`src/rtl/data_mem_arbiter_if.sv`:
```
// rtl/data_mem_arbiter_if.sv - Requester, wipe-control and RAM-port signal bundle for data_mem_arbiter.
interface data_mem_arbiter_if #(
  parameter int ADDR_W = 8,
  parameter int DATA_W = 8
);
  logic              wipe_req;
  logic              wipe_busy;
  logic              wipe_done;

  logic              ex_req;
  logic              ex_we;
  logic [ADDR_W-1:0] ex_addr;
  logic [DATA_W-1:0] ex_wdata;
  logic              ex_gnt;
  logic              ex_rvalid;
  logic [DATA_W-1:0] ex_rdata;

  logic              ds_req;
  logic [ADDR_W-1:0] ds_addr;
  logic              ds_gnt;
  logic              ds_rvalid;
  logic [DATA_W-1:0] ds_rdata;

  logic              mem_en;
  logic              mem_we;
  logic [ADDR_W-1:0] mem_addr;
  logic [DATA_W-1:0] mem_wdata;
  logic [DATA_W-1:0] mem_rdata;

  modport slave (
    input  wipe_req,
    output wipe_busy, wipe_done,
    input  ex_req, ex_we, ex_addr, ex_wdata,
    output ex_gnt, ex_rvalid, ex_rdata,
    input  ds_req, ds_addr,
    output ds_gnt, ds_rvalid, ds_rdata,
    output mem_en, mem_we, mem_addr, mem_wdata,
    input  mem_rdata
  );

  modport master (
    output wipe_req,
    input  wipe_busy, wipe_done,
    output ex_req, ex_we, ex_addr, ex_wdata,
    input  ex_gnt, ex_rvalid, ex_rdata,
    output ds_req, ds_addr,
    input  ds_gnt, ds_rvalid, ds_rdata,
    input  mem_en, mem_we, mem_addr, mem_wdata,
    output mem_rdata
  );
endinterface

```
`src/rtl/data_mem_arbiter.sv`:
```
// rtl/data_mem_arbiter.sv - Data RAM owner: wipe sequencer plus execution/display port arbiter.
// Optional display starvation guard enabled by defining DATA_ARB_STARVE_GUARD_EN.
module data_mem_arbiter #(
  parameter int ADDR_W     = 8,
  parameter int DATA_W     = 8,
  parameter int DEPTH      = 256,
  parameter int STARVE_MAX = 4
) (
  input  logic               clk,
  input  logic               resetn,
  data_mem_arbiter_if.slave  bus
);
  localparam int WCNT_W = ADDR_W + 1;

  typedef enum logic [0:0] {ST_WIPE, ST_IDLE} state_t;

  state_t            state_q, state_d;
  logic [WCNT_W-1:0] wcnt_q, wcnt_d;
  logic              wipe_req_q;
  logic              wipe_done_q, wipe_done_d;
  logic              ex_tag_q, ex_tag_d;
  logic              ds_tag_q, ds_tag_d;
  logic              ex_gnt, ds_gnt;
  logic              ds_promote;

  if (DEPTH < 1 || DEPTH > (1 << ADDR_W) || STARVE_MAX < 1) begin : g_param_check
    $error("data_mem_arbiter: DEPTH or STARVE_MAX out of range");
  end

`ifdef DATA_ARB_STARVE_GUARD_EN
  localparam int SCNT_W = $clog2(STARVE_MAX + 1);

  logic [SCNT_W-1:0] scnt_q, scnt_d;

  assign ds_promote = (scnt_q == SCNT_W'(STARVE_MAX));

  // Counts denied display cycles; frozen while the wipe owns the RAM.
  always_comb begin
    scnt_d = scnt_q;
    if (state_q == ST_IDLE) begin
      if (!bus.ds_req || ds_gnt) scnt_d = '0;
      else                       scnt_d = scnt_q + 1'b1;
    end
  end

  always_ff @(posedge clk or negedge resetn) begin
    if (!resetn) scnt_q <= '0;
    else         scnt_q <= scnt_d;
  end
`else
  assign ds_promote = 1'b0;
`endif

  always_comb begin
    state_d       = state_q;
    wcnt_d        = wcnt_q;
    wipe_done_d   = 1'b0;
    ex_gnt        = 1'b0;
    ds_gnt        = 1'b0;
    bus.mem_en    = 1'b0;
    bus.mem_we    = 1'b0;
    bus.mem_addr  = '0;
    bus.mem_wdata = '0;
    case (state_q)
      ST_WIPE: begin
        bus.mem_en   = 1'b1;
        bus.mem_we   = 1'b1;
        bus.mem_addr = wcnt_q[ADDR_W-1:0];
        wcnt_d       = wcnt_q + 1'b1;
        if (wcnt_q == WCNT_W'(DEPTH - 1)) begin
          state_d     = ST_IDLE;
          wcnt_d      = '0;
          wipe_done_d = 1'b1;
        end
      end
      default: begin
        ds_gnt = bus.ds_req & (~bus.ex_req | ds_promote);
        ex_gnt = bus.ex_req & ~ds_gnt;
        if (ex_gnt) begin
          bus.mem_en    = 1'b1;
          bus.mem_we    = bus.ex_we;
          bus.mem_addr  = bus.ex_addr;
          bus.mem_wdata = bus.ex_wdata;
        end else if (ds_gnt) begin
          bus.mem_en   = 1'b1;
          bus.mem_addr = bus.ds_addr;
        end
        // Grant still issues this cycle; the wipe takes over from the next one.
        if (bus.wipe_req && !wipe_req_q) state_d = ST_WIPE;
      end
    endcase
  end

  assign ex_tag_d = ex_gnt & ~bus.ex_we;
  assign ds_tag_d = ds_gnt;

  always_ff @(posedge clk or negedge resetn) begin
    if (!resetn) begin
      state_q     <= ST_WIPE;
      wcnt_q      <= '0;
      wipe_req_q  <= 1'b0;
      wipe_done_q <= 1'b0;
      ex_tag_q    <= 1'b0;
      ds_tag_q    <= 1'b0;
    end else begin
      state_q     <= state_d;
      wcnt_q      <= wcnt_d;
      wipe_req_q  <= bus.wipe_req;
      wipe_done_q <= wipe_done_d;
      ex_tag_q    <= ex_tag_d;
      ds_tag_q    <= ds_tag_d;
    end
  end

  assign bus.wipe_busy = (state_q == ST_WIPE);
  assign bus.wipe_done = wipe_done_q;
  assign bus.ex_gnt    = ex_gnt;
  assign bus.ds_gnt    = ds_gnt;
  assign bus.ex_rvalid = ex_tag_q;
  assign bus.ds_rvalid = ds_tag_q;
  assign bus.ex_rdata  = bus.mem_rdata;
  assign bus.ds_rdata  = bus.mem_rdata;
endmodule

```
`src/flat_wrapper.sv`:
```
// flat-port wrapper written by rule: the top's interface ports become plain ports
module data_mem_arbiter_flat 
#(
  parameter int ADDR_W     = 8,
  parameter int DATA_W     = 8,
  parameter int DEPTH      = 256,
  parameter int STARVE_MAX = 4
)
  (clk, resetn, bus_wipe_req, bus_wipe_busy, bus_wipe_done, bus_ex_req, bus_ex_we, bus_ex_addr, bus_ex_wdata, bus_ex_gnt, bus_ex_rvalid, bus_ex_rdata, bus_ds_req, bus_ds_addr, bus_ds_gnt, bus_ds_rvalid, bus_ds_rdata, bus_mem_en, bus_mem_we, bus_mem_addr, bus_mem_wdata, bus_mem_rdata);
  data_mem_arbiter_if #(.ADDR_W(ADDR_W), .DATA_W(DATA_W)) bus_i ();
  input  logic clk;
  input  logic resetn;
  input wire logic [$bits(bus_i.wipe_req)-1:0] bus_wipe_req;
  output wire logic [$bits(bus_i.wipe_busy)-1:0] bus_wipe_busy;
  output wire logic [$bits(bus_i.wipe_done)-1:0] bus_wipe_done;
  input wire logic [$bits(bus_i.ex_req)-1:0] bus_ex_req;
  input wire logic [$bits(bus_i.ex_we)-1:0] bus_ex_we;
  input wire logic [$bits(bus_i.ex_addr)-1:0] bus_ex_addr;
  input wire logic [$bits(bus_i.ex_wdata)-1:0] bus_ex_wdata;
  output wire logic [$bits(bus_i.ex_gnt)-1:0] bus_ex_gnt;
  output wire logic [$bits(bus_i.ex_rvalid)-1:0] bus_ex_rvalid;
  output wire logic [$bits(bus_i.ex_rdata)-1:0] bus_ex_rdata;
  input wire logic [$bits(bus_i.ds_req)-1:0] bus_ds_req;
  input wire logic [$bits(bus_i.ds_addr)-1:0] bus_ds_addr;
  output wire logic [$bits(bus_i.ds_gnt)-1:0] bus_ds_gnt;
  output wire logic [$bits(bus_i.ds_rvalid)-1:0] bus_ds_rvalid;
  output wire logic [$bits(bus_i.ds_rdata)-1:0] bus_ds_rdata;
  output wire logic [$bits(bus_i.mem_en)-1:0] bus_mem_en;
  output wire logic [$bits(bus_i.mem_we)-1:0] bus_mem_we;
  output wire logic [$bits(bus_i.mem_addr)-1:0] bus_mem_addr;
  output wire logic [$bits(bus_i.mem_wdata)-1:0] bus_mem_wdata;
  input wire logic [$bits(bus_i.mem_rdata)-1:0] bus_mem_rdata;
  assign bus_i.wipe_req = bus_wipe_req;
  assign bus_wipe_busy = bus_i.wipe_busy;
  assign bus_wipe_done = bus_i.wipe_done;
  assign bus_i.ex_req = bus_ex_req;
  assign bus_i.ex_we = bus_ex_we;
  assign bus_i.ex_addr = bus_ex_addr;
  assign bus_i.ex_wdata = bus_ex_wdata;
  assign bus_ex_gnt = bus_i.ex_gnt;
  assign bus_ex_rvalid = bus_i.ex_rvalid;
  assign bus_ex_rdata = bus_i.ex_rdata;
  assign bus_i.ds_req = bus_ds_req;
  assign bus_i.ds_addr = bus_ds_addr;
  assign bus_ds_gnt = bus_i.ds_gnt;
  assign bus_ds_rvalid = bus_i.ds_rvalid;
  assign bus_ds_rdata = bus_i.ds_rdata;
  assign bus_mem_en = bus_i.mem_en;
  assign bus_mem_we = bus_i.mem_we;
  assign bus_mem_addr = bus_i.mem_addr;
  assign bus_mem_wdata = bus_i.mem_wdata;
  assign bus_i.mem_rdata = bus_mem_rdata;
  data_mem_arbiter #(.ADDR_W(ADDR_W), .DATA_W(DATA_W), .DEPTH(DEPTH), .STARVE_MAX(STARVE_MAX)) u_core (.clk(clk), .resetn(resetn), .bus(bus_i));
endmodule
```
`config.mk`:
```
export PLATFORM = sky130hd
export DESIGN_NAME = data_mem_arbiter_flat
export DESIGN_NICKNAME = d
export VERILOG_FILES = /design/src/rtl/data_mem_arbiter_if.sv /design/src/rtl/data_mem_arbiter.sv /design/src/flat_wrapper.sv
export SDC_FILE = /design/constraint.sdc
export NUM_CORES = 1
export LEC_CHECK = 0
export CORE_MARGIN = 2
export CORE_UTILIZATION = 32
export DETAILED_ROUTE_END_ITERATION = 8
export PLACE_DENSITY = 0.79
export SYNTH_ARGS = -nofsm -noshare
export SYNTH_HDL_FRONTEND = slang
export SYNTH_SLANG_ARGS = --single-unit
```
`constraint.sdc`:
```
create_clock -name clk -period 1.7 [get_ports clk]
set_input_delay 0.34 -clock clk [delete_from_list [all_inputs] [get_ports clk]]
set_output_delay 0.34 -clock clk [all_outputs]
set_load 0.05 [all_outputs]
```
# Word level (Yosys, flattened, before mapping)
# Index checks and enable logic that the tools add are counted.
[totals] register_bits=14 inputBits=38 output_inout_bits=40 wordCells=34
[op_classes] n_addsub=1 eq_ne=1 muxes=17 n_bitwise=7 reduce_logical=2
[ops] cell="8-bit two-way mux" n=5
[ops] cell="1-bit two-way mux" n=11
[ops] cell="9-bit by 1-bit adder with 9-bit output, second input constant" n=1
[ops] cell="9-bit by 8-bit == test with 1-bit output, second input constant" n=1
[ops] cell="9-bit two-way mux" n=1
[ops] cell="1-bit NOT" n=4
[ops] cell="1-bit AND" n=3
[ops] cell="1-bit logical AND" n=1
[ops] cell="1-bit zero test" n=1

# Longest topological paths before layout
[depth] depth_word=6 mapped_depth=4 ltp_nobuf=4

# Worst setup path after synthesis
# Ideal clock, no wire load.
[synth_path] kind="register to output" from="reg u_core.state_q" to="out bus_ds_gnt" t_arrival_ns=2.112 slack_ns=-0.752 path_stages_with_launch=4 path_buffers=1 path_cell_list="dfrtp_1 -> inv_1 -> clkbuf_1 -> nor3b_1"
[synth_between] elab_chain_len=1
[synth_rtl] element="start: declaration" line_no="data_mem_arbiter.sv:17" rtl="state_t state_q, state_d;"
[synth_rtl] element="start signal: assignment" line_no="data_mem_arbiter.sv:106" rtl="state_q <= state_d;"
[synth_rtl] element="1-bit two-way mux" line_no="data_mem_arbiter.sv:64" rtl="case (state_q)"
[synth_rtl] element="end: declaration" line_no="flat_wrapper.sv:25" rtl="output wire logic [$bits(bus_i.ds_gnt)-1:0] bus_ds_gnt;"
# Every way passes these cells.

# Final worst setup path
[layout_path] from="in bus_ex_addr[0]" to="out bus_mem_addr[0]"
[layout_between] elab_chain_len=2
[layout_rtl] element="start: declaration" line_no="flat_wrapper.sv:18" rtl="input wire logic [$bits(bus_i.ex_addr)-1:0] bus_ex_addr;"
[layout_rtl] element="8-bit two-way mux" line_no="data_mem_arbiter.sv:79" rtl="if (ex_gnt) begin"
[layout_rtl] element="8-bit two-way mux" line_no="data_mem_arbiter.sv:64"
[layout_rtl] element="end: declaration" line_no="flat_wrapper.sv:30" rtl="output wire logic [$bits(bus_i.mem_addr)-1:0] bus_mem_addr;"
# Every way passes these cells.

==> impl_table.tex <==
\begin{tabular}{lr}
\hline
Metric & Value \\
\hline
\multicolumn{2}{l}{\textbf{Clock tree}} \\
Register clock-pin slew on the reported worst setup and hold paths & 0.08 ns \\
CTS tree & built \\
CTS buffer count & 3 \\
Number of buffers on the longest clock path & 2 \\
Clock root buffer & clkbuf\_4 \\
Number of sinks handled by clock tree synthesis & 14 \\
Clock latency of the later-clocked register in the worst-skew pair & 0.28 ns \\
Total number of H-tree levels & 1 \\
Hold buffers post-CTS & 0 \\
\multicolumn{2}{l}{\textbf{Yosys}} \\
Gate count of the mapped netlist & 110 \\
Post-synthesis cell area & 953 µm² \\
Cell taking the most area after synthesis & dfrtp\_1 \\
Area fraction of the dominant cell type after synthesis & 0.367 \\
Number of nets in the synthesized netlist & 149 \\
Commonest register cell after synthesis & dfrtp\_1 \\
Synth area leaders & dfrtp\_1, buf\_4, nor2\_1 \\
Post-synthesis async set-or-reset flop share & 1.00 \\
Distinct cell type count of the synthesized netlist & 30 \\
Sequential area share after synthesis & 0.367 \\
Synth warnings & 0 \\
Number of flops mapped to enable cells by yosys & 0 \\
Synthesized flop and latch total & 14 \\
Avg Synthesized Cell Area & 8.67 µm² \\
\multicolumn{2}{l}{\textbf{Outcome}} \\
Outcome & complete, but fails checks \\
Failing checks & design-rule violations, negative setup slack \\
\multicolumn{2}{l}{\textbf{Power and ir drop}} \\
Switching part of the total power & 0.222 \\
Leak pwr & 0.000904 µW \\
Pint & 493 µW \\
Share of power burned in combinational logic & 0.187 \\
Power density normalized to cell area & 333 nW/µm² \\
Maximum resistive drop on vdd & 0.503 mV \\
Clock network power share & 0.285 \\
Switching Power & 140 µW \\
Flop pwr share & 0.528 \\
\multicolumn{2}{l}{\textbf{Detailed routing}} \\
\# DRC & 8 \\
Per-cell routed wire length & 15.7 µm \\
ANT nets after route & 0 \\
1st-pass router iterations & 6 \\
Via count & 985 \\
DRC marker count from the first detailed-route iteration & 32 \\
Number of vias per cell after detailed routing & 5.16 \\
Overall routed net length & 3000 µm \\
\multicolumn{2}{l}{\textbf{STA}} \\
Fin crit period & 1.74 ns \\
Total setup violations reported at the end of the flow & 6 \\
Worst Max-Slew Pin Slew & 0.308 ns \\
Final count of hold timing violations & 0 \\
Final slew viol count & 0 \\
RSZ-0062 raised after global routing & yes \\
Post-route clock period utilization & 1.03 \\
PnR worst setup slack & -0.0436 ns \\
Final worst clock skew & 0.00708 ns \\
Sum of negative setup slack & -0.0894 ns \\
Max-slew headroom & 0.794 \\
Max Fclk & 0.574 GHz \\
\multicolumn{2}{l}{\textbf{Layout}} \\
Number of nets in the final layout & 201 \\
Leading cell types in the layout, fill and taps excluded & clkdlybuf4s50\_1, buf\_12, buf\_4, dfrtp\_1, nor2\_1 \\
Layout cell share with drive strength beyond 1 & 0.413 \\
Fillers & 204 \\
Area growth syn-to-layout & 99.7\% \\
Number of antenna repair diodes & 0 \\
End-of-flow core utilization & 0.679 \\
Most frequent standard cell in the layout excluding fill and tap cells & clkdlybuf4s50\_1 \\
\multicolumn{2}{l}{\textbf{Global routing}} \\
Maximum number of pins on one net before global-route repair & 24 \\
Overall overflow remaining after global route & 0 \\
Global-route wire length before repair & 5090 µm \\
Number of antenna violations at the first check in global routing & 0 \\
Global-route usage over all layers & 0.196 \\
Via count of the first global-routing pass & 1,038 \\
\multicolumn{2}{l}{\textbf{Die}} \\
Chip Width & 58.6 µm \\
Boundary pin count & 78 \\
Die outline area & 3430 µm² \\
Initial cell density of the core & 0.340 \\
Core box area & 2810 µm² \\
Cell row count & 19 \\
Vertical die dimension & 58.6 µm \\
\multicolumn{2}{l}{\textbf{Setup path}} \\
Crit path DAT & 1.40 ns \\
Capturing element type of the critical path & output port \\
Worst endpoint required time & 1.36 ns \\
Kind of start point of the critical path & input port \\
Highest net fanout along the worst path & 1 \\
Setup Crit Path Kind & input port to output port \\
\multicolumn{2}{l}{\textbf{Placement}} \\
Placed wire-length estimate after detailed placement & 2260 µm \\
Input/output buffers & 53 \\
Final weighted congestion in routability-driven placement & 0.882 \\
\multicolumn{2}{l}{\textbf{Hold path}} \\
Tightest Hold Check Type & input port to asynchronous set/reset pin \\
\multicolumn{2}{l}{\textbf{Run}} \\
Max cap viols & 0 \\
\hline
\end{tabular}
==> stage by stage <==
stage	instance area (µm²)	power (µW)	worst slack (ns)	hold WS (ns)	std cells
2_1_floorplan	1020	455	-0.114	0.0444	110
3_3_place_gp	1730	433	-0.311	0.504	186
3_5_place_dp	1730	437	-0.374	0.520	186
4_1_cts	1870	638	-0.0236	0.356	191
5_1_grt	1900	667	-0.0866	0.372	191
6_report	1900	633	-0.0436	0.357	191
==> cells by family (layout without fill, tap and decap cells) <==
family / Yosys count / after routing / share of synthesized area
buffers and inverters: 23 / 73 / 0.159
XOR/XNOR: 4 / 4 / 0.0368
flip-flops: 14 / 14 / 0.367
adder cells (fa/ha/maj): 1 / 1 / 0.0131
multiplexers: 1 / 1 / 0.0105
AO/OA/AOI/OAI: 14 / 14 / 0.118
AND/OR/NAND/NOR: 53 / 53 / 0.295
==> power groups by stage <==
stage | Combinational (µW) | Clock [µW] | Sequential (µW)
floorplan | 114 | 0 | 341
global placement | 92.7 | 0 | 341
detailed placement | 95.9 | 0 | 341
CTS | 115 | 189 | 334
global route | 126 | 207 | 334
finish | 118 | 181 | 334
==> synth_stat cells (2+ instances only) <==
cell type  count
a221oi_1       7
and3_1         8
buf_2          4
buf_4         16
clkbuf_1       2
dfrtp_1       14
nand2_1        9
nand2b_1       3
nand3_1        3
nor2_1        18
nor2b_1        2
o211ai_1       2
or3_1          3
xnor2_1        2
xor2_1         2
==> worst max-delay path, stage by stage <==
cell,delay [ns]
clkdlybuf4s50_1,0.44
a221oi_2,0.28
buf_4,0.16
nor2_4,0.03
buf_12,0.14
==> repair_timing <==
action,4_1_cts,5_1_grt
pin swaps,8,1
cloned,1,0
buffers inserted,1,0
setup endpoints to repair,20,16
gates resized for setup,26,6
==> worst paths after layout <==
path                                        end             start  slack [ns]  cells after the start
min                            u_core.wcnt_q[5]            resetn        0.36                      2
min reg2reg                    u_core.wcnt_q[6]  u_core.wcnt_q[6]        0.53                      1
max in group asynchronous      u_core.wcnt_q[4]            resetn        1.17                      2
max reg2reg                    u_core.wcnt_q[1]    u_core.state_q        0.31                      4
min in group clk           u_core.bus.ds_rvalid        bus_ds_req        0.51                      3
max                             bus_mem_addr[0]    bus_ex_addr[0]       -0.04                      5
==> per-layer routing <==
layer  GRT usage  vias up  wire, µm
met5           0        -         0
met4      0.0714        0        33
met3      0.0505        5       220
met2       0.361       42      1690
met1       0.215      466      1060
li1            -      472         -
==> state kept, by name, indices dropped and copies added (netlist names) <==
register / flops
u_core.bus.ds_rvalid: 1
u_core.wcnt_q: 9
u_core.bus.wipe_done: 1
u_core.state_q: 1
u_core.bus.ex_rvalid: 1
u_core.wipe_req_q: 1
==> layout make-up <==
| class | instances | area [µm²] | area share |
|---|---|---|---|
| Clock buffer | 3 | 22.5 | 0.0118 |
| Inverter | 1 | 3.75 | 0.00197 |
| Multi-Input combinational cell | 73 | 594 | 0.312 |
| Sequential cell | 14 | 350 | 0.184 |
| Tap cell | 31 | 38.8 | 0.0204 |
| Timing Repair Buffer | 69 | 895 | 0.470 |
No activity file was read; power rests on OpenSTA's default activity.
